## src/rtl/rename_reg_file.sv

```systemverilog
// Architectural register file with per-register ROB rename tags.
// Reads are combinational with a same-cycle commit bypass; writes land on the next clock edge.
module rename_reg_file #(
    parameter int REG_NUM = 32,
    parameter int REG_W   = 5,
    parameter int ROB_W   = 4,
    parameter int XLEN    = 32
) (
    input  logic             clk,
    input  logic             rst,
    input  logic             rdy,
    input  logic             jump_wrong,
    input  logic             rn_en,
    input  logic [REG_W-1:0] rn_rd,
    input  logic [ROB_W-1:0] rn_tag,
    input  logic             cm_en,
    input  logic [REG_W-1:0] cm_rd,
    input  logic [ROB_W-1:0] cm_tag,
    input  logic [XLEN-1:0]  cm_val,
    input  logic [REG_W-1:0] rs1_addr,
    output logic [XLEN-1:0]  rs1_val,
    output logic             rs1_busy,
    output logic [ROB_W-1:0] rs1_tag,
    input  logic [REG_W-1:0] rs2_addr,
    output logic [XLEN-1:0]  rs2_val,
    output logic             rs2_busy,
    output logic [ROB_W-1:0] rs2_tag
);

    logic [XLEN-1:0]    val_q [REG_NUM];
    logic [ROB_W-1:0]   tag_q [REG_NUM];
    logic [REG_NUM-1:0] busy_q;

    logic cm_ok;
    logic rn_ok;

    assign cm_ok = rdy && cm_en && (cm_rd != '0);
    assign rn_ok = rdy && rn_en && (rn_rd != '0) && !jump_wrong;

    // Assignment order matters: a rename overrides the commit's busy clear on the
    // same register, and a flush overrides both.
    always_ff @(posedge clk) begin
        if (!rst) begin
            for (int i = 0; i < REG_NUM; i++) begin
                val_q[i] <= '0;
                tag_q[i] <= '0;
            end
            busy_q <= '0;
        end else begin
            if (cm_ok) begin
                val_q[cm_rd] <= cm_val;
                if (busy_q[cm_rd] && (tag_q[cm_rd] == cm_tag))
                    busy_q[cm_rd] <= 1'b0;
            end
            if (rn_ok) begin
                busy_q[rn_rd] <= 1'b1;
                tag_q[rn_rd]  <= rn_tag;
            end
            if (jump_wrong)
                busy_q <= '0;
        end
    end

    // Returns {busy, tag, val}; a commit retiring the owed tag is forwarded at once.
    function automatic logic [XLEN+ROB_W:0] rd_port(input logic [REG_W-1:0] a);
        logic hit;
        hit     = 1'b0;
        rd_port = '0;
        if (a != '0) begin
            hit = rdy && cm_en && busy_q[a] && (cm_rd == a) && (cm_tag == tag_q[a]);
            if (hit)
                rd_port = {1'b0, {ROB_W{1'b0}}, cm_val};
            else
                rd_port = {busy_q[a], tag_q[a], val_q[a]};
        end
    endfunction

    always_comb begin
        {rs1_busy, rs1_tag, rs1_val} = rd_port(rs1_addr);
        {rs2_busy, rs2_tag, rs2_val} = rd_port(rs2_addr);
    end

endmodule

```

## config.mk

```make
export PLATFORM = sky130hd
export DESIGN_NAME = rename_reg_file
export DESIGN_NICKNAME = d
export VERILOG_FILES = /design/src/rtl/rename_reg_file.sv
export SDC_FILE = /design/constraint.sdc
export NUM_CORES = 2
export LEC_CHECK = 0
export CORE_UTILIZATION = 44
export CTS_CLUSTER_DIAMETER = 40
export DETAILED_ROUTE_END_ITERATION = 8
export PLACE_DENSITY_LB_ADDON = 0.05
export SLEW_MARGIN = 20
export SYNTH_ARGS = -nofsm -noshare
export SYNTH_HDL_FRONTEND = slang
export SYNTH_SLANG_ARGS = --single-unit
```

## constraint.sdc

```tcl
create_clock -name clk -period 6.46 [get_ports clk]
set_input_delay 1.292 -clock clk [delete_from_list [all_inputs] [get_ports clk]]
set_output_delay 1.292 -clock clk [all_outputs]
set_load 0.05 [all_outputs]
```

==> impl_metrics.toml <==
[cts]
clock_latency_ps = 810
postCtsSetupBuffers = 0
post_cts_resized = 0
numClockSinks = 1184
postCtsHoldBufs = 0
cts_tree = "done"
root_buffer = "clkbuf_16"
cts_max_path_buffers = 3
htree_levels = 4
cts.clk_slew.worst_paths_ps = 50
tritoncts.num_buffers = 191

[run_status]
outcome = "completed"

[hold_path]
min-delay-start = "busy_q[4]$_SDFF_PP0_"
hold_path_depth = 2
hp-class = "reg -> reg"
whs_endpoint = "busy_q[4]$_SDFF_PP0_"

[critical_path]
rr_worst_depth = 8
cp_num_buf_inv = 4
r2r_setup_slack_ps = 3050
start_kind = "input pin"
setup.worst_path.end_class = "primary output"
crit_top_cell = "buf_12"
crit_arrival_ps = 4900
r2r-end = "busy_q[5]$_SDFF_PP0_"
path_class = "in -> out"
max_stage_delay_ps = 900
reg2reg_from = "tag_q[29][1]$_SDFFCE_PN0P_"
cp_cell_sequence = "clkdlybuf4s50_1 -> clkinv_2 -> mux4_2 -> nand2_1 -> o311ai_0 -> o31a_1 -> nand4_1 -> buf_12 -> a211oi_1 -> buf_12"
cp_top_family = "buffers and inverters"
worstPathRequired_ps = 5170
crit_slowest_cell = "clkdlybuf4s50_1"
crit_fanout = 32

[synthesis]
synth_top_cell_by_area = "edfxtp_1"
synth-compound-area-share = 0.0296
synth-xor-area-share = 0.00280
yosysTopAreaCellShare = 0.531
synth_top_family_by_area = "multiplexers"
yosys.cell_types.count = 73
yosysSeqAreaShare = 0.540
synth_cells = 4407
async_flop_share = 0
synth_fa_ha_area_frac = 0
yosys.area_share.simple = 0.115
synth.area.mux_share = 0.271
yosys_warnings = 0
synth_enable_flop_cells = 1152
synth_seq_cells = 1184
avgSynthCellArea_um2 = 14.8
synthFlopType = "edfxtp_1"
ys_top_cells_by_count = "edfxtp_1 (1152), nor3_1 (972), mux4_2 (737)"
synth_area_um2 = 65200
yosysMostFrequentCell = "edfxtp_1"
synthTopCellsByArea = "edfxtp_1 (53%), mux4_2 (25%), nor3_1 (7.5%), clkbuf_1 (2.5%), and3_1 (1.2%)"

[sta]
setup_violations = 0
layout_setup_ws_ps = 268
max_freq_mhz = 161
tns_ps = 0
tightest_slew_ps = 1120
rsz0062_at_grt = "no"
final-hold-violation-count = 0
final.setup_skew_ps = 32.6
min_period_ps = 6190
max_slew_margin = 0.254
min_period_over_period = 0.959
timing.final.max_slew_violations = 0

[drt]
post_drt_wl_per_cell_um = 37.5
ant_nets = 0
drcViolationCount = 0
firstDrtPassIters = 5
vias = 44800
first_iter_violations = 5228
drt_wl_total_mm = 243
drt-vias-per-instance = 6.92

[power]
p_leak_uw = 0.0244
powerDensity_nw_per_um2 = 300
max-vdd-ir-drop_v = 0.000287

[placement]
dp_slack_ps = 289
globalplace.congestion = 0.909
port_buffers = 139
dp_hpwl_mm = 139
placed_cell_area_um2 = 69400

[flow_run]
cap_violations = 0

[die]
core_um2 = 146000
die-area_um2 = 150000
fp.dieW_um = 387
initial_core_util = 0.446
die_h_um = 387
pin_count = 140
num_rows = 140

[grt]
grt_max_degree = 129
grt_pass1_wl_mm = 344
antenna_found_initial = 3
grt_pass1_vias = 44900
overflow = 0
grt.total_usage = 0.323

[final_layout]
final_area_um2 = 76000
layout.nets = 4454
drive_gt1_frac = 0.321
seqCellArea_um2 = 35200
areaGrowthSynthToFinish_pct = 16.5
multi_input_area_um2 = 27900
num-fill-cells = 12100
num_antenna_cells = 0
## worst max path at each step
stage                 from          to  cells past startpoint
2_1_floorplan  rs2_addr[0]  rs2_val[0]                     13
3_3_place_gp   rs2_addr[3]  rs2_val[1]                     10
3_5_place_dp   rs2_addr[3]  rs2_val[0]                     10
4_1_cts        rs2_addr[3]  rs2_val[0]                     10
5_1_grt        rs2_addr[3]  rs2_val[1]                     11
6_report       rs2_addr[3]  rs2_val[0]                     10
## worst register-to-register path: cells and delay by family (launching register included)
family / cells / cell delay [ps]
AND/OR/NAND/NOR: 3 / 1350
XOR/XNOR: 1 / 180
flip-flops: 1 / 490
AO/OA/AOI/OAI: 3 / 720
multiplexers: 1 / 500
## sequential cells by signal (all words and copies together) (netlist names)
signal	count
busy_q	32
val_q	1024
tag_q	128
## placed cells by master (no fill, tap or decap), types with 25 or more instances in the layout
cell type           n
clkinv_1           25
mux4_2            737
a211oi_2           35
nor3_1            971
nand2_1            83
edfxtp_1         1152
a31oi_1            35
a22oi_1            25
o21ai_4            31
and3_1            119
clkdlybuf4s50_1    52
a211oi_1           31
clkbuf_16         195
conb_1             36
bufinv_16          25
nor2_1            163
mux2i_1            68
o211ai_1           26
buf_4             197
dfxtp_1            32
inv_1              41
buf_12             76
o21ai_0            32
and2_1             47
## per-layer routing
layer,track usage,wire [um]
met1,0.443,96600
met3,0.0650,21600
met5,0,27
met4,0.120,9540
met2,0.511,115000
## through the flow
step	total power [uW]	util	instances	hold WS, ps
6_report	22800	0.519	6467	506
5_1_grt	23300	0.519	6467	526
4_1_cts	22900	0.519	6466	505
3_5_place_dp	12400	0.474	6111	498
3_3_place_gp	12400	0.474	6111	492
2_1_floorplan	11100	-	4442	461
## kinds of logic (layout without fill, tap and decap cells)
logic type	count (synthesis)	count (layout)
AO/OA/AOI/OAI	259	259
XOR/XNOR	20	20
buffers and inverters	631	739
flip-flops	1184	1184
multiplexers	822	822
other	1	36
AND/OR/NAND/NOR	1490	1490
## area by class of cell
class / instances / area share
clock buffers: 216 / 0.0654
well taps: 1917 / 0.0316
repair buffers: 337 / 0.0480
inverters: 47 / 0.00240
clock inverters: 139 / 0.0211
flip-flops and latches: 1184 / 0.464
multi-input cells: 2627 / 0.368
## power breakdown
part / switching, uW / internal (uW) / total, uW
Sequential: 220 / 8830 / 9050
Clock: 3950 / 6580 / 10500
Combinational: 1890 / 1310 / 3200
No activity file was read; power rests on OpenSTA's default activity.
